--- src/rtl/uart_rx_axis_bridge_pkg.sv ---
// Shared definitions for the UART receive bridge: parity encoding, receiver
// state encoding and baud-rate divider derivation.
package uart_rx_axis_bridge_pkg;

  localparam int PAR_NONE = 0;
  localparam int PAR_EVEN = 1;
  localparam int PAR_ODD  = 2;

  typedef enum logic [2:0] {
    ST_WAIT_HIGH,
    ST_IDLE,
    ST_START,
    ST_DATA,
    ST_PARITY,
    ST_STOP
  } rx_state_e;

  function automatic int calc_baud_div(input int clk_rate, input int baud);
    return clk_rate / baud;
  endfunction

  function automatic int calc_half(input int clk_rate, input int baud);
    return (clk_rate / baud) / 2;
  endfunction

endpackage

--- src/rtl/uart_rx_frame.sv ---
// Serial frame receiver: input synchroniser, bit-timing FSM and parity/stop
// checking. Emits registered one-cycle strobes the cycle after the stop sample.
module uart_rx_frame
  import uart_rx_axis_bridge_pkg::*;
#(
  parameter int CLK_RATE = 50000000,
  parameter int BAUD     = 115200,
  parameter int WIDTH    = 8,
  parameter int PARITY   = 1
) (
  input  logic             clk,
  input  logic             rst,
  input  logic             i_rx,
  output logic             o_done,
  output logic [WIDTH-1:0] o_data,
  output logic             o_parity_err,
  output logic             o_frame_err,
  output logic             o_in_idle
);

  localparam int BAUD_DIV = calc_baud_div(CLK_RATE, BAUD);
  localparam int HALF     = calc_half(CLK_RATE, BAUD);
  localparam int CW       = $clog2(BAUD_DIV + 1);
  localparam int BW       = $clog2(WIDTH + 1);
  localparam logic [CW-1:0] BAUD_LAST = CW'(BAUD_DIV - 1);
  localparam logic [CW-1:0] HALF_LAST = CW'(HALF - 1);
  localparam logic [BW-1:0] BIT_LAST  = BW'(WIDTH - 1);

  logic [1:0]       r_sync;
  rx_state_e        r_state, w_next;
  logic [CW-1:0]    r_cnt;
  logic [BW-1:0]    r_bitcnt;
  logic [WIDTH-1:0] r_shift;
  logic             r_par;
  logic             r_done, r_parity_err, r_frame_err;

  logic w_rxs, w_tick, w_shift_en, w_par_en, w_stop_en, w_par_bad;

  assign w_rxs = r_sync[1];

  always_ff @(posedge clk or posedge rst) begin
    if (rst) r_sync <= 2'b11;
    else     r_sync <= {r_sync[0], i_rx};
  end

  always_ff @(posedge clk or posedge rst) begin
    if (rst) r_state <= ST_WAIT_HIGH;
    else     r_state <= w_next;
  end

  always_comb begin
    w_next = r_state;
    case (r_state)
      ST_WAIT_HIGH: if (w_rxs)  w_next = ST_IDLE;
      ST_IDLE:      if (!w_rxs) w_next = ST_START;
      ST_START:     if (w_tick) w_next = w_rxs ? ST_IDLE : ST_DATA;
      ST_DATA:      if (w_tick && r_bitcnt == BIT_LAST)
                      w_next = (PARITY != PAR_NONE) ? ST_PARITY : ST_STOP;
      ST_PARITY:    if (w_tick) w_next = ST_STOP;
      ST_STOP:      if (w_tick) w_next = w_rxs ? ST_IDLE : ST_WAIT_HIGH;
      default:      w_next = ST_WAIT_HIGH;
    endcase
  end

  // Start bit is sampled at its midpoint, every later bit one full period on.
  always_comb begin
    w_tick = 1'b0;
    case (r_state)
      ST_START:                    w_tick = (r_cnt == HALF_LAST);
      ST_DATA, ST_PARITY, ST_STOP: w_tick = (r_cnt == BAUD_LAST);
      default:                     w_tick = 1'b0;
    endcase
    w_shift_en = w_tick && (r_state == ST_DATA);
    w_par_en   = w_tick && (r_state == ST_PARITY);
    w_stop_en  = w_tick && (r_state == ST_STOP);
    o_in_idle  = (r_state == ST_IDLE);
  end

  always_comb begin
    if (PARITY == PAR_EVEN)     w_par_bad = ^{r_shift, r_par};
    else if (PARITY == PAR_ODD) w_par_bad = ~(^{r_shift, r_par});
    else                        w_par_bad = 1'b0;
  end

  always_ff @(posedge clk or posedge rst) begin
    if (rst) begin
      r_cnt        <= '0;
      r_bitcnt     <= '0;
      r_shift      <= '0;
      r_par        <= 1'b0;
      r_done       <= 1'b0;
      r_parity_err <= 1'b0;
      r_frame_err  <= 1'b0;
    end else begin
      r_cnt <= (w_tick || (w_next != r_state)) ? '0 : r_cnt + 1'b1;
      if (r_state == ST_START)  r_bitcnt <= '0;
      else if (w_shift_en)      r_bitcnt <= r_bitcnt + 1'b1;
      if (w_shift_en) r_shift <= {w_rxs, r_shift[WIDTH-1:1]};
      if (w_par_en)   r_par   <= w_rxs;
      // A low stop bit outranks any parity verdict.
      r_frame_err  <= w_stop_en && !w_rxs;
      r_parity_err <= w_stop_en && w_rxs && w_par_bad;
      r_done       <= w_stop_en && w_rxs && !w_par_bad;
    end
  end

  assign o_done       = r_done;
  assign o_data       = r_shift;
  assign o_parity_err = r_parity_err;
  assign o_frame_err  = r_frame_err;

endmodule

--- src/rtl/uart_rx_axis_bridge.sv ---
// UART receive to AXI-Stream bridge: stages the newest byte, marks tlast after
// an idle gap, and buffers bytes in a first-word-fall-through FIFO.
module uart_rx_axis_bridge
  import uart_rx_axis_bridge_pkg::*;
#(
  parameter int CLK_RATE  = 50000000,
  parameter int BAUD      = 115200,
  parameter int WIDTH     = 8,
  parameter int PARITY    = 1,
  parameter int DEPTH     = 8,
  parameter int IDLE_BITS = 20
) (
  input  logic                   clk,
  input  logic                   rst,
  input  logic                   rx,
  output logic [WIDTH-1:0]       m_axis_tdata,
  output logic                   m_axis_tvalid,
  input  logic                   m_axis_tready,
  output logic                   m_axis_tlast,
  output logic                   parity_err,
  output logic                   frame_err,
  output logic                   overrun,
  output logic [$clog2(DEPTH):0] fifo_count
);

  localparam int BAUD_DIV = calc_baud_div(CLK_RATE, BAUD);
  localparam int AW       = $clog2(DEPTH);
  localparam int CW       = $clog2(BAUD_DIV + 1);
  localparam int IBW      = $clog2(IDLE_BITS + 1);
  localparam logic [CW-1:0]  BAUD_LAST = CW'(BAUD_DIV - 1);
  localparam logic [IBW-1:0] IB_LAST   = IBW'(IDLE_BITS - 1);
  localparam logic [AW:0]    FULL_CNT  = (AW+1)'(DEPTH);

  logic             w_done, w_in_idle;
  logic [WIDTH-1:0] w_data;

  uart_rx_frame #(
    .CLK_RATE (CLK_RATE),
    .BAUD     (BAUD),
    .WIDTH    (WIDTH),
    .PARITY   (PARITY)
  ) u_frame (
    .clk          (clk),
    .rst          (rst),
    .i_rx         (rx),
    .o_done       (w_done),
    .o_data       (w_data),
    .o_parity_err (parity_err),
    .o_frame_err  (frame_err),
    .o_in_idle    (w_in_idle)
  );

  logic [WIDTH-1:0] r_stg_data;
  logic             r_stg_valid, r_pend, r_overrun;
  logic [CW-1:0]    r_idle_cyc;
  logic [IBW-1:0]   r_idle_bits;
  logic [WIDTH:0]   r_mem [DEPTH];
  logic [AW-1:0]    r_wp, r_rp;
  logic [AW:0]      r_count;

  logic w_empty, w_full, w_pop, w_can_acc;
  logic w_push, w_push_last, w_load, w_clr_stg, w_ovr;
  logic w_idle_run, w_idle_wrap, w_idle_hit;
  logic [WIDTH:0] w_head;

  assign w_empty   = (r_count == '0);
  assign w_full    = (r_count == FULL_CNT);
  assign w_pop     = !w_empty && m_axis_tready;
  assign w_can_acc = !w_full || w_pop;

  // A staged byte flushed by a new arrival carries last=1 only if the idle
  // gap already elapsed while it waited for FIFO space.
  always_comb begin
    w_push      = 1'b0;
    w_push_last = 1'b0;
    w_load      = 1'b0;
    w_clr_stg   = 1'b0;
    w_ovr       = 1'b0;
    if (w_done) begin
      if (!r_stg_valid) begin
        w_load = 1'b1;
      end else if (w_can_acc) begin
        w_push      = 1'b1;
        w_push_last = r_pend;
        w_load      = 1'b1;
      end else begin
        w_ovr = 1'b1;
      end
    end else if (r_pend && w_can_acc) begin
      w_push      = 1'b1;
      w_push_last = 1'b1;
      w_clr_stg   = 1'b1;
    end
  end

  assign w_idle_run  = w_in_idle && r_stg_valid && !r_pend && !w_done;
  assign w_idle_wrap = w_idle_run && (r_idle_cyc == BAUD_LAST);
  assign w_idle_hit  = w_idle_wrap && (r_idle_bits == IB_LAST);

  always_ff @(posedge clk or posedge rst) begin
    if (rst) begin
      r_stg_data  <= '0;
      r_stg_valid <= 1'b0;
      r_pend      <= 1'b0;
      r_overrun   <= 1'b0;
      r_idle_cyc  <= '0;
      r_idle_bits <= '0;
    end else begin
      r_overrun <= w_ovr;
      if (w_load) begin
        r_stg_data  <= w_data;
        r_stg_valid <= 1'b1;
        r_pend      <= 1'b0;
      end else if (w_clr_stg) begin
        r_stg_valid <= 1'b0;
        r_pend      <= 1'b0;
      end else if (w_idle_hit) begin
        r_pend <= 1'b1;
      end
      if (!w_idle_run) begin
        r_idle_cyc  <= '0;
        r_idle_bits <= '0;
      end else if (w_idle_wrap) begin
        r_idle_cyc  <= '0;
        r_idle_bits <= r_idle_bits + 1'b1;
      end else begin
        r_idle_cyc <= r_idle_cyc + 1'b1;
      end
    end
  end

  always_ff @(posedge clk) begin
    if (w_push) r_mem[r_wp] <= {w_push_last, r_stg_data};
  end

  always_ff @(posedge clk or posedge rst) begin
    if (rst) begin
      r_wp    <= '0;
      r_rp    <= '0;
      r_count <= '0;
    end else begin
      if (w_push) r_wp <= r_wp + 1'b1;
      if (w_pop)  r_rp <= r_rp + 1'b1;
      case ({w_push, w_pop})
        2'b10:   r_count <= r_count + 1'b1;
        2'b01:   r_count <= r_count - 1'b1;
        default: r_count <= r_count;
      endcase
    end
  end

  // Unwritten memory is masked so the port reads zero whenever it is empty.
  assign w_head        = r_mem[r_rp];
  assign m_axis_tvalid = !w_empty;
  assign m_axis_tdata  = w_empty ? '0 : w_head[WIDTH-1:0];
  assign m_axis_tlast  = w_empty ? 1'b0 : w_head[WIDTH];
  assign overrun       = r_overrun;
  assign fifo_count    = r_count;

endmodule

--- config.mk ---
export PLATFORM = sky130hd
export DESIGN_NAME = uart_rx_axis_bridge
export DESIGN_NICKNAME = d
export VERILOG_FILES = /design/src/rtl/uart_rx_axis_bridge_pkg.sv /design/src/rtl/uart_rx_frame.sv /design/src/rtl/uart_rx_axis_bridge.sv
export SDC_FILE = /design/constraint.sdc
export NUM_CORES = 1
export LEC_CHECK = 0
export ABC_CLOCK_PERIOD_IN_PS = 5800
export BUFFER_PORTS_ARGS = -buffer_cell sky130_fd_sc_hd__buf_4
export CELL_PAD_IN_SITES_DETAIL_PLACEMENT = 0
export CELL_PAD_IN_SITES_GLOBAL_PLACEMENT = 1
export CORE_MARGIN = 8
export CORE_UTILIZATION = 40
export DETAILED_ROUTE_END_ITERATION = 8
export GPL_TIMING_DRIVEN = 0
export PLACE_DENSITY = 0.63
export SLEW_MARGIN = 20
export SYNTH_ARGS = -nofsm -noshare
export SYNTH_HDL_FRONTEND = slang
export SYNTH_HIERARCHICAL = 1
export SYNTH_SLANG_ARGS = --single-unit
--- constraint.sdc ---
create_clock -name clk -period 5.8 [get_ports clk]
set_clock_uncertainty 0.05 [all_clocks]
set_input_delay 0.29 -clock clk [delete_from_list [all_inputs] [get_ports clk]]
set_output_delay 0.29 -clock clk [all_outputs]
set_load 0.005 [all_outputs]
# Yosys cells after proc, flatten, opt, wreduce, memory -nomap -nowiden
# Memories as Yosys holds them, arrays and structs flattened.
# Cells that the tools add are included.
[classes]
n_addsub = 8
reduce_logical = 31
eq_ne = 15
muxes = 40
[ops]
columns = ["op", "count"]
rows = [
  ["$mux 9", 3],
  ["$mux 1", 22],
  ["$add 9x1->9 const B", 2],
  ["$eq 9x9->1 const B", 2],
  ["$mux 3", 6],
  ["$pmux 3 s6", 1],
  ["$logic_and 1x1->1", 15],
  ["$mux 5", 2],
  ["$eq 9x8->1 const B", 1],
  ["$reduce_xor 9->1", 1],
  ["$add 4x1->4 const B", 2],
  ["$mux 4", 2],
  ["$mux 8", 1],
  ["$pmux 4 s2", 1],
  ["$add 3x1->3 const B", 2],
  ["$eq 3x2->1 const B", 2],
  ["$eq 3x3->1 const B", 2],
  ["$logic_not 1->1", 6],
  ["$reduce_bool 2->1", 3],
  ["$add 5x1->5 const B", 1],
  ["$eq 5x5->1 const B", 1],
  ["$eq 4x3->1 const B", 1],
  ["$eq 4x4->1 const B", 1],
  ["$logic_not 4->1", 1],
  ["12 further kinds", 13],
]
[totals]
regBits = 65
inputBits = 4
out_inout_bits = 17
word_cells = 113
mem_bits_rw = 72
mem_count = 1
[memory_table]
columns = ["name", "depth", "width", "rd", "rd_ports_with_merged_regs", "write_ports", "line_no", "source"]
rows = [
  ["r_mem", 8, 9, 1, 0, 1, "uart_rx_axis_bridge.sv:57", "logic [WIDTH:0] r_mem [DEPTH];"],
]

# Depth between registers and ports, before layout
# Gate-level depths: netlist (run 1).
[depth]
depth_word = 9
mapped_depth = 11
ltp_nobuf = 9

# By module
# Netlist (run 1), hierarchy kept.
[by_module_without_submodules]
columns = ["module", "area_each_um2", "seq_area_each_um2", "n_inst", "cells_per_inst"]
rows = [
  ["uart_rx_axis_bridge", 4554.4, 3037.9, 1, 276],
  ["uart_rx_frame", 1572.8, 753.2, 1, 146],
]

# Least setup slack after synthesis (run 1)
# OpenSTA, ideal clock, no wires.
[synth_path]
path_type = "reg2reg"
startpoint = "register r_count[1] (netlist: fifo_count[1])"
endpoint = "register r_count[3] (netlist: fifo_count[3])"
path_stages_with_launch = 11
setup_ps = 90
t_required_ps = 5660
path_slack_ps = 3101
path_buffers = 3
synth_period_minus_slack_ps = 2699
arrival_time_ps = 2559
cell_sequence = "dfrtp_1 > buf_6 > or4_4 > buf_6 > nand2_1 > inv_1 > ha_1 > clkbuf_1 > or4b_2 > a21o_1 > o221ai_1"
[synth_via]
elab_chain_cells = 9
elab_cells_between_ends = 17
cone_classes = "2 x add/sub; 3 x eq/ne; 5 x mux; 7 x reduce/logical"
[synth_rtl]
columns = ["item", "line_no", "source"]
rows = [
  ["from (decl)", "uart_rx_axis_bridge.sv:59", "logic [AW:0] r_count;"],
  ["from (signal assigned)", "uart_rx_axis_bridge.sv:145", "2'b10: r_count <= r_count + 1'b1;"],
  ["from (signal assigned)", "uart_rx_axis_bridge.sv:146", "2'b01: r_count <= r_count - 1'b1;"],
  ["from (signal assigned)", "uart_rx_axis_bridge.sv:147", "default: r_count <= r_count;"],
  ["$logic_not 4->1 *", "uart_rx_axis_bridge.sv:66", "assign w_empty = (r_count == '0);"],
  ["$logic_not 1->1 *", "--", ""],
  ["net m_axis_tvalid", "uart_rx_axis_bridge.sv:17", "output logic m_axis_tvalid,"],
  ["$logic_and 1x1->1 *", "uart_rx_axis_bridge.sv:68", "assign w_pop = !w_empty && m_axis_tready;"],
  ["net w_pop", "uart_rx_axis_bridge.sv:61", "logic w_empty, w_full, w_pop, w_can_acc;"],
  ["$logic_or 1x1->1", "uart_rx_axis_bridge.sv:69", "assign w_can_acc = !w_full || w_pop;"],
  ["$mux 1 or $logic_and 1x1->1 (tied branches)", "uart_rx_axis_bridge.sv:82, uart_rx_axis_bridge.sv:89", ""],
  ["$mux 1 (on tied branches)", "uart_rx_axis_bridge.sv:80, uart_rx_axis_bridge.sv:89", ""],
  ["$mux 1", "uart_rx_axis_bridge.sv:79", "if (w_done) begin"],
  ["$eq 2x1->1 or $eq 2x2->1 (tied branches)", "uart_rx_axis_bridge.sv:144", "case ({w_push, w_pop})"],
  ["$pmux 4 s2 or $reduce_bool 2->1 (tied branches)", "--", ""],
]
# Mark *: on every way through the listed nets, which the timed path passes. The rest lies on a longest branch.
# A chain may end at the register's enable or synchronous reset.

# Final worst setup path (run 1)
[layout_path]
startpoint = "register r_count[0] (netlist: fifo_count[0])"
endpoint = "register r_count[3] (netlist: fifo_count[3])"
[layout_via]
elab_chain_cells = 9
elab_cells_between_ends = 17
cone_classes = "2 x add/sub; 3 x eq/ne; 5 x mux; 7 x reduce/logical"
[layout_rtl]
columns = ["item", "line_no"]
rows = [
  ["$logic_not 4->1", "uart_rx_axis_bridge.sv:66"],
  ["$logic_not 1->1", "uart_rx_axis_bridge.sv:68"],
  ["$logic_and 1x1->1", "uart_rx_axis_bridge.sv:68"],
  ["$logic_or 1x1->1", "uart_rx_axis_bridge.sv:69"],
  ["$mux 1 or $logic_and 1x1->1 (tied branches)", "uart_rx_axis_bridge.sv:82, uart_rx_axis_bridge.sv:89"],
  ["$mux 1 (on tied branches)", "uart_rx_axis_bridge.sv:80, uart_rx_axis_bridge.sv:89"],
  ["$mux 1", "uart_rx_axis_bridge.sv:79"],
  ["$eq 2x1->1 or $eq 2x2->1 (tied branches)", "uart_rx_axis_bridge.sv:144"],
  ["$pmux 4 s2 or $reduce_bool 2->1 (tied branches)", "--"],
]
# Several ways; a longest one is shown, not always the timed one.

==> out/results.ini, run 1 <==
[synthesis]
synth_edf_count=72
synth_area_leaders=edfxtp_1 (35%), dfrtp_1 (26%), mux4_2 (6.6%)
seq_area_frac_synth_pct=61.9
async_reset_ff_share_pct=47.4
ys_warn_count=6
synth_area_um2=6130
synth_cell_types=67
synth_top_area_share_pct=35.3
synth_top_area_cell=edfxtp_1
syn_inst=422
avgSynthCellArea_um2=14.5
ys.flop_type=edfxtp_1
ys_ff_latch=137
syn_nets=436

[sta]
fin_crit_ps=3010
hold_viol=0
max_freq_mhz=332
tightest_slew_ps=1010
period_share_pct=51.9
setup_tns_ps=0
setup_viol=0
finalMaxSlewViolations=0
relSlewSlack_pct=32.6
rsz0062_at_grt=no

[detailed_routing]
drt_iter0_drc=155
ant_nets=0
vias_per_cell=5.37
vias=3592
wl_per_cell_um=17.6
dr.pass1.iters=4
drc=0
routed_wl_um=11700

[placed_design]
hpwlAfterDp_um=7980
placed_area_um2=6590
gp_congestion=0.767
io_buffers=20

[floorplanning]
die_h_um=140
coreArea_um2=15100
die_x_um=140
io_pins=21
start_util_pct=40.6
fp.dieArea_um2=19500
rows=45

[global_routing]
gr-usage-met1_pct=16.4
use_met2_pct=20.8
grt_usage_pct=12.9
busiest_layer=met2
grt_antenna_before_repair=0
grt_max_degree=31
grt-ovfl-total=0
grt_use_met3_pct=3.21
grt_first_pass_wirelength_um=19900
grt_pass1_vias=3689

[setup_path]
cp-end-kind=register
crit_type=register to register
ff2ff_setup_slack_ps=2790
path_max_fanout=9
crit_arrival_ps=3230
worstSetupStartpointType=register
cp.required_ps=6020
ff2ff_path_depth=7

[clock_network]
clock_latency_ps=410
clkSinkCount=137
htreeDepth=4
root_buffer=clkbuf_16
cts_tree=built
postCtsSetupBuffers=0
cts_buffers=17
clk_pin_slew_ps=60
clockBufferDepth=2

[pwr]
netSwitchingPower_uw=525
power.leakage_nw=2.92
ir_worst_vdd_uv=195
swShare_pct=21.8
pwr-share-comb_pct=6.1
clock_power_share_pct=48.9
p_per_area_nw_per_um2=331
seq_power_share_pct=44.9
p_int_mw=1.88
total_power_mw=2.40

[min_path]
holdPathStages=3
min_path_type=input port to register

[job]
cap_viol_max_count=0

[layout]
diodes=0
drive_above_1_share_pct=26.2
syn_to_final_growth_pct=18.5
design_area_um2=7260
fin_nets=482
nFillCells=1336

[outcome]
status=finished clean

-- metrics by stage --
stage | hold WS [ps] | utilization [%] | setup WS [ps] | std cells
2_1_floorplan | 244 | - | 3100 | 422
3_5_place_dp | 241 | 43.7 | 2750 | 635
3_3_place_gp | 299 | 43.2 | 2720 | 630
6_report | 142 | 48.1 | 2790 | 669
5_1_grt | 151 | 48.1 | 2580 | 669
4_1_cts | 126 | 48.1 | 2770 | 669
-- registers in the layout, indices dropped and copies added, names as in the netlist, 4 cells and up --
signal and count:
u_frame/r_bitcnt 4, fifo_count 4, r_stg_data 8, u_frame/r_cnt 9
r_idle_cyc 9, r_idle_bits 5, u_frame/o_data 8, r_mem 72
-- synth_stat cells, types with 11 or more instances --
cell	count
o21ai_0	15
xnor2_1	18
or3_1	11
edfxtp_1	72
nor2_1	14
dfrtp_1	63
inv_1	15
mux2_2	20
a21oi_1	22
nand3_1	17
mux4_2	18
-- cells in the final DEF, fill, tap and decap left out, types with 6 or more instances in the layout --
cell type / n
dfrtp_1: 63
nand3_1: 17
o21ai_0: 15
edfxtp_1: 72
or3_1: 11
clkbuf_16: 17
nand2_1: 10
xor2_1: 6
a22o_1: 9
mux4_2: 18
a21oi_1: 22
ha_1: 10
clkbuf_1: 9
inv_1: 13
mux2_2: 20
nor2_1: 14
nand2b_1: 6
nor2b_1: 7
xnor2_1: 18
buf_4: 25
-- path summary, 6_finish.rpt --
path,from,end
max,fifo_count[0],fifo_count[3]
min,m_axis_tready,r_rp[2]
max reg2reg,fifo_count[0],fifo_count[3]
min reg2reg,u_frame/r_sync[0],u_frame/r_sync[1]
max in group asynchronous,rst,u_frame/o_data[3]
min in group asynchronous,rst,r_idle_cyc[7]
-- cell type report --
class                      instances  area, um^2  share of cell area [%]
clock inverter                    14         216                    2.98
timing repair buffer              27         225                    3.10
buffer                            18         110                    1.52
clock buffer                      18         429                    5.91
inverter                          15        56.3                   0.776
tap                              188         235                    3.24
sequential                       137        3790                    52.2
multi-input combinational        252        2200                    30.2
-- critical path: stages, from the launching register on --
cell and delay, ps:
dfrtp_1 480, or3_1 390, clkbuf_1 180, o21ai_4 340, ha_1 320, or3b_2 470
a2111oi_0 440, o221ai_1 190
-- logic make-up (layout without fill, tap and decap cells) --
kind of cell,Yosys count,after routing,share of synthesized area [%]
flip-flops,137,137,61.9
AND/OR/NAND/NOR,104,104,10.6
AO/OA/AOI/OAI,73,73,8.29
multiplexers,40,40,10.7
buffers and inverters,33,92,2.72
XOR/XNOR,25,25,3.80
adder cells (fa/ha/maj),10,10,2.04
-- layer usage --
metal / up-vias / routed length (um)
li1: 1731 / -
met1: 1815 / 5530
met2: 38 / 5800
met3: 8 / 317
met4: 0 / 109
met5: - / 0
-- power by group through the flow --
stage | combinational (mW) | clock, mW | sequential (mW)
2_1_floorplan | 0.119 | 0 | 1.09
3_3_place_gp | 0.143 | 0 | 1.10
3_5_place_dp | 0.150 | 0 | 1.10
4_1_cts | 0.151 | 1.21 | 1.08
5_1_grt | 0.170 | 1.24 | 1.08
6_report | 0.148 | 1.18 | 1.08
-- timing repair --
item	in CTS	in global routing
hold buffers	2	0
gates resized for setup	0	0
endpoints found under the hold margin	41	0
Power figures use the tool's default switching activity.
==> run 2: changes to the inputs <==
--- a/config.mk
+++ b/config.mk
@@ -5,7 +5,7 @@
 export SDC_FILE = /design/constraint.sdc
 export NUM_CORES = 1
 export LEC_CHECK = 0
-export ABC_CLOCK_PERIOD_IN_PS = 5800
+export ABC_CLOCK_PERIOD_IN_PS = 2900
 export BUFFER_PORTS_ARGS = -buffer_cell sky130_fd_sc_hd__buf_4
 export CELL_PAD_IN_SITES_DETAIL_PLACEMENT = 0
 export CELL_PAD_IN_SITES_GLOBAL_PLACEMENT = 1
==> constraint.sdc (replaced) <==
create_clock -name clk -period 2.9 [get_ports clk]
set_clock_uncertainty 0.05 [all_clocks]
set_input_delay 0.145 -clock clk [delete_from_list [all_inputs] [get_ports clk]]
set_output_delay 0.145 -clock clk [all_outputs]
set_load 0.005 [all_outputs]
==> run 2 against run 1 <==
Effect of this change:
- register-to-register slack worse by 2700 ps
- wire length is 0.17% higher
- cell count up 0.15%
- count of clock-buffer cells in the layout unchanged
- largest power group unchanged
- critical endpoint unchanged
- first-iteration DRC count decreased by 3.9%
- hold slack improved by 75 ps
==> out/results.ini, run 2 (same netlist as run 1, synthesis figures left out) <==
[global_routing]
grt_usage_pct=12.9  ; +0.015 points
grt_pass1_vias=3697  ; +0.22%
grt-ovfl-total=0  ; unchanged
grt_antenna_before_repair=0  ; unchanged
grt_first_pass_wirelength_um=19900  ; +0.10%
grt_max_degree=31  ; unchanged

[setup_path]
crit_type=register to register
crit_arrival_ps=3050  ; -180 ps
cp-end-kind=register
critPathMaxStageDelay_ps=640  ; +160 ps
r2r-start=fifo_count[1]
cp_slowest_cell=or4b_2
path_max_fanout=9  ; unchanged
path_cells=buf_6, or4_4, buf_6, nand2_1, inv_1, ha_1, or4b_2, a21o_1, o221ai_1
cp_common_cell=buf_6
worstSetupStartpointType=register
cp.required_ps=3170  ; -2850 ps
crit_start=fifo_count[1]

[placed_design]
gp_congestion=0.767  ; unchanged
hpwlAfterDp_um=7980  ; unchanged
io_buffers=20  ; unchanged
place_inst=635  ; unchanged

[detailed_routing]
drt_iter0_drc=149  ; -3.9%
routed_wl_um=11800  ; +0.17%
drc=0  ; unchanged
wl_per_cell_um=17.6  ; about the same
vias_per_cell=5.33  ; -0.65%
dr.pass1.iters=4  ; unchanged
vias=3574  ; -0.50%
ant_nets=0  ; unchanged

[layout]
final_cell_mix=edfxtp_1 (72), dfrtp_1 (62), buf_4 (26), a21oi_1 (22), mux2_2 (20)
diodes=0  ; unchanged
multiInputGateArea_um2=2200  ; +0.17%
fin_cells=670  ; +0.15%
fin_nets=483  ; +0.21%
final_common_cell=edfxtp_1
largest_register_ffs=72  ; unchanged
largestRegisters=r_mem x72, r_idle_cyc x9, u_frame/r_cnt x9
nFillCells=1334  ; -0.15%
syn_to_final_growth_pct=18.8
drive_above_1_share_pct=26.8  ; +0.57 points
final-seq-area_um2=3790  ; about the same
largest-register=r_mem

[pwr]
power.leakage_nw=2.92  ; +0.15%
p_per_area_nw_per_um2=660  ; +99%
ir_worst_vdd_uv=388  ; +99%

[clock_network]
clock_latency_ps=410  ; about the same
clockBufferDepth=2  ; unchanged
clk_pin_slew_ps=60  ; about the same
cts_tree=built
clkSinkCount=137  ; unchanged
htreeDepth=4  ; unchanged
root_buffer=clkbuf_16
cts_buffers=17  ; unchanged

[sta]
relSlewSlack_pct=33.2  ; +0.52 points
tightest_slew_ps=999  ; -7.79 ps
hold_viol=0  ; unchanged
finalMaxSlewViolations=0  ; unchanged
fin_hold_ws_ps=217  ; +75.4 ps
rsz0062_at_grt=no
fin_crit_ps=2780  ; -237 ps
max_freq_mhz=360  ; +8.5%
setup_viol=0  ; unchanged
period_share_pct=95.7  ; +44 points

[floorplanning]
fp.dieArea_um2=19500  ; unchanged
start_util_pct=40.6  ; unchanged
io_pins=21  ; unchanged
coreArea_um2=15100  ; unchanged
die_x_um=140  ; unchanged
die_h_um=140  ; unchanged
rows=45  ; unchanged

[min_path]
min_path_type=input port to async pin

[outcome]
status=finished clean

[job]
cap_viol_max_count=0  ; unchanged

-- run 2: cell types whose count changed in the layout (fill, tap and decap cells not counted) --
cell           delta
a2111oi_0         -1
a2111oi_1         +1
buf_4             +1
clkbuf_1          -1
dfrtp_1           -1
dfrtp_2           +1
dlygate4sd3_1     +1
ha_1              -1
ha_2              +1
-- run 2: through the flow --
step,power (mW),setup TNS (ps),setup WS [ps],util [%],area (um^2)
finish,4.81,0,124,48.2,7280
global route,5.00,0,34.3,48.2,7280
CTS,4.87,0,44.4,48.2,7280
detailed placement,2.50,-149,-149,43.7,6590
global placement,2.48,-1620,-181,43.2,6510
floorplan,2.42,0,201,-,6130
-- run 2: final cells by class --
class	count	share of cell area, %
Buffer	17	1.46
Inverter	15	0.774
Multi-Input combinational cell	252	30.2
Tap cell	188	3.23
Clock buffer	18	5.90
Timing Repair Buffer	29	3.34
Clock inverter	14	2.97
Sequential cell	137	52.1
-- run 2: layer usage --
metal  part of all wire [%]  global-route usage (%)  wire, um  up-vias
met5                      0                       0         0        -
met4                   0.67                    5.20        79        0
met3                    2.6                    3.21       306        5
met2                     50                    20.8      5830       32
met1                     47                    16.4      5550     1805
li1                       -                       -         -     1732
-- run 2: final timing paths --
check / to / slack [ps] / cells after the start
worst min-delay path: r_idle_cyc[7] / 220 / 3
worst min register to register: u_frame/r_sync[1] / 310 / 0
max in group asynchronous: u_frame/o_data[3] / 2040 / 3
min in group clk: u_frame/r_sync[1] / 310 / 0
worst max-delay path: fifo_count[3] / 120 / 9
worst max register to register: fifo_count[3] / 120 / 9
-- run 2: what timing repair did --
action                                  CTS  global route
pin swaps                                 1             0
endpoints found under the setup margin    1             1
hold buffers                              3             0
resized for setup                         0             3
endpoints found under the hold margin    65             0
setup buffers                             1             0
-- run 2: where the power goes --
group / switching [mW] / total [mW] / internal, mW / leakage [nW]
Combinational: 0.165 / 0.297 / 0.132 / 0.938
Clock: 0.818 / 2.35 / 1.53 / 0.307
Sequential: 0.0639 / 2.16 / 2.10 / 1.68
-- run 2: worst max-delay path: cells and delay by family, from the launching register on --
kind                     cells  cell delay, ps
AND/OR/NAND/NOR              3            1260
AO/OA/AOI/OAI                2             240
adder cells (fa/ha/maj)      1             390
buffers and inverters        3             360
flip-flops                   1             380
==> run 3: changes to the inputs <==
--- a/config.mk
+++ b/config.mk
@@ -8,12 +8,12 @@
 export ABC_CLOCK_PERIOD_IN_PS = 2900
 export BUFFER_PORTS_ARGS = -buffer_cell sky130_fd_sc_hd__buf_4
 export CELL_PAD_IN_SITES_DETAIL_PLACEMENT = 0
-export CELL_PAD_IN_SITES_GLOBAL_PLACEMENT = 1
+export CELL_PAD_IN_SITES_GLOBAL_PLACEMENT = 2
 export CORE_MARGIN = 8
 export CORE_UTILIZATION = 40
 export DETAILED_ROUTE_END_ITERATION = 8
 export GPL_TIMING_DRIVEN = 0
-export PLACE_DENSITY = 0.63
+export PLACE_DENSITY = 0.71
 export SLEW_MARGIN = 20
 export SYNTH_ARGS = -nofsm -noshare
 export SYNTH_HDL_FRONTEND = slang
==> run 3 against run 2 <==
Effect of this change:
- count of clock-buffer cells in the layout fell by 1
- maximum frequency rose by 0.51%
- non-clock buffer count rose by 1
- hold slack improved by 17 ps
- critical path type unchanged
- largest cell class unchanged
- highest routed layer unchanged
==> out/results.ini, run 3 (same netlist as run 1, synthesis figures left out) <==
[clock_network]
clock_latency_ps=420  ; about the same
htreeDepth=4  ; unchanged
clockBufferDepth=2  ; unchanged
clk_pin_slew_ps=60  ; about the same
clkSinkCount=137  ; unchanged
root_buffer=clkbuf_16
cts_buffers=17  ; unchanged
cts_tree=built

[detailed_routing]
drc=0  ; unchanged
dr.pass1.iters=4  ; unchanged
ant_nets=0  ; unchanged
vias_per_cell=5.33  ; about the same
routed_wl_um=11700  ; -0.80%
vias=3578  ; +0.11%
wl_per_cell_um=17.4  ; -0.95%
drt_iter0_drc=209  ; +40%

[min_path]
min_path_type=input port to async pin

[global_routing]
grt_first_pass_wirelength_um=19800  ; -0.35%
grt_usage_pct=13.0  ; +0.041 points
grt_pass1_vias=3716  ; +0.51%
grt_antenna_before_repair=0  ; unchanged
grt_max_degree=31  ; unchanged
grt-ovfl-total=0  ; unchanged

[setup_path]
cp-end-kind=register
crit_arrival_ps=2990  ; -60 ps
crit_type=register to register
crit_start=fifo_count[1]
ff2ff_setup_slack_ps=140  ; about the same
r2r-start=fifo_count[1]
path_max_fanout=9  ; unchanged
cp.required_ps=3130  ; -40 ps
critPathMaxStageDelay_ps=490  ; -150 ps
rr_endpoint=fifo_count[3]
cp_slowest_cell=or3b_2
crit_path_end=fifo_count[3]
worstSetupStartpointType=register
path_cells=buf_6, or3_1, clkbuf_1, o21ai_4, ha_1, or3b_2, a2111oi_1, o221ai_1
ff2ff_path_depth=8  ; -1

[pwr]
ir_worst_vdd_uv=373  ; -3.8%
power.leakage_nw=2.92  ; about the same
total_power_mw=4.66  ; -3.1%
p_per_area_nw_per_um2=643  ; -2.6%

[floorplanning]
die_h_um=140  ; unchanged
rows=45  ; unchanged
io_pins=21  ; unchanged
die_x_um=140  ; unchanged
fp.dieArea_um2=19500  ; unchanged
coreArea_um2=15100  ; unchanged
start_util_pct=40.6  ; unchanged

[layout]
fin_nets=484  ; +0.21%
largest-register=r_mem
final_common_cell=edfxtp_1
diodes=0  ; unchanged
syn_to_final_growth_pct=18.2
multiInputGateArea_um2=2200  ; unchanged
final_cell_mix=edfxtp_1 (72), dfrtp_1 (62), buf_4 (27), a21oi_1 (22), mux2_2 (20)
drive_above_1_share_pct=27.5  ; +0.77 points
final-seq-area_um2=3790  ; unchanged
largestRegisters=r_mem x72, r_idle_cyc x9, u_frame/r_cnt x9
nFillCells=1320  ; -1.0%
largest_register_ffs=72  ; unchanged

[placed_design]
hpwlAfterDp_um=7960  ; -0.32%
post-place-ws_ps=-94.1  ; +55.1 ps
gp_congestion=0.734  ; -4.3%
io_buffers=20  ; unchanged

[sta]
rsz0062_at_grt=no
finalMaxSlewViolations=0  ; unchanged
tightest_slew_ps=960  ; -38.4 ps
setup_ws_ps=138  ; +14.0 ps
relSlewSlack_pct=35.7  ; +2.6 points
period_share_pct=95.3  ; -0.48 points
setup_viol=0  ; unchanged
fin_hold_ws_ps=234  ; +16.6 ps
hold_viol=0  ; unchanged
max_freq_mhz=362  ; +0.51%
fin_crit_ps=2760  ; -14.0 ps

[outcome]
status=finished clean

[job]
cap_viol_max_count=0  ; unchanged

[run 3: cell count changes in the layout (fill, tap and decap cells not counted), sizes merged]
cell,before,now
inv,19,25
bufinv,5,2
clkinvlp,2,0
buf,35,36
clkbuf,26,25
[run 3: power breakdown]
group          switching [mW]  total (mW)  internal (mW)
Combinational           0.170       0.301          0.131
Sequential             0.0646        2.16           2.09
Clock                   0.894        2.20           1.30
[run 3: worst max-delay path, delay by kind of cell, from the launching register on]
kind / cells / cell delay (ps)
AOI/OAI and AO/OA: 3 / 750
adders and majority gates: 1 / 290
buffers and inverters: 2 / 320
DFF: 1 / 390
and+or+nand+nor: 2 / 830
[run 3: repair_timing]
action                     CTS  global route
setup endpoints to repair    1             1
gates resized for setup      1             2
hold endpoints to repair    45             0
pin swaps                    1             0
buffers inserted             1             0
hold buffers                 3             0
[run 3: worst min path at each step]
stage | from | to | slack, ps | cells after the start
after global placement | rx | u_frame/r_sync[0] | 210 | 1
after floorplan | rx | u_frame/r_sync[0] | 100 | 0
after CTS | rst | r_idle_cyc[1] | 230 | 3
after global routing | rst | r_idle_cyc[1] | 260 | 3
final | rst | r_idle_cyc[1] | 230 | 3
after detailed placement | rst | r_idle_cyc[1] | 130 | 2
[run 3: layer usage]
| metal | global-route usage [%] | vias to the layer above | share of wire (%) |
|---|---|---|---|
| met5 | 0 | - | 0 |
| met4 | 5.49 | 0 | 1.7 |
| met3 | 3.59 | 16 | 2.6 |
| met2 | 20.9 | 31 | 49 |
| met1 | 16.1 | 1802 | 47 |
| li1 | - | 1729 | - |
[run 3: per-stage QoR]
stage               setup TNS, ps  instance area [um^2]  std cells  utilization (%)
floorplan                       0                  6130        422                -
global placement            -1990                  6510        630             43.2
detailed placement          -94.1                  6600        636             43.7
CTS                             0                  7240        672             48.0
global route                    0                  7240        671             48.0
finish                          0                  7240        671             48.0
[run 3: cell type report]
cell class	instances	area share (%)
Sequential cell	137	52.4
Multi-Input combinational cell	252	30.4
Clock buffer	17	5.87
Timing Repair Buffer	30	3.45
Tap cell	188	3.25
Clock inverter	15	2.45
Buffer	17	1.47
Inverter	15	0.777
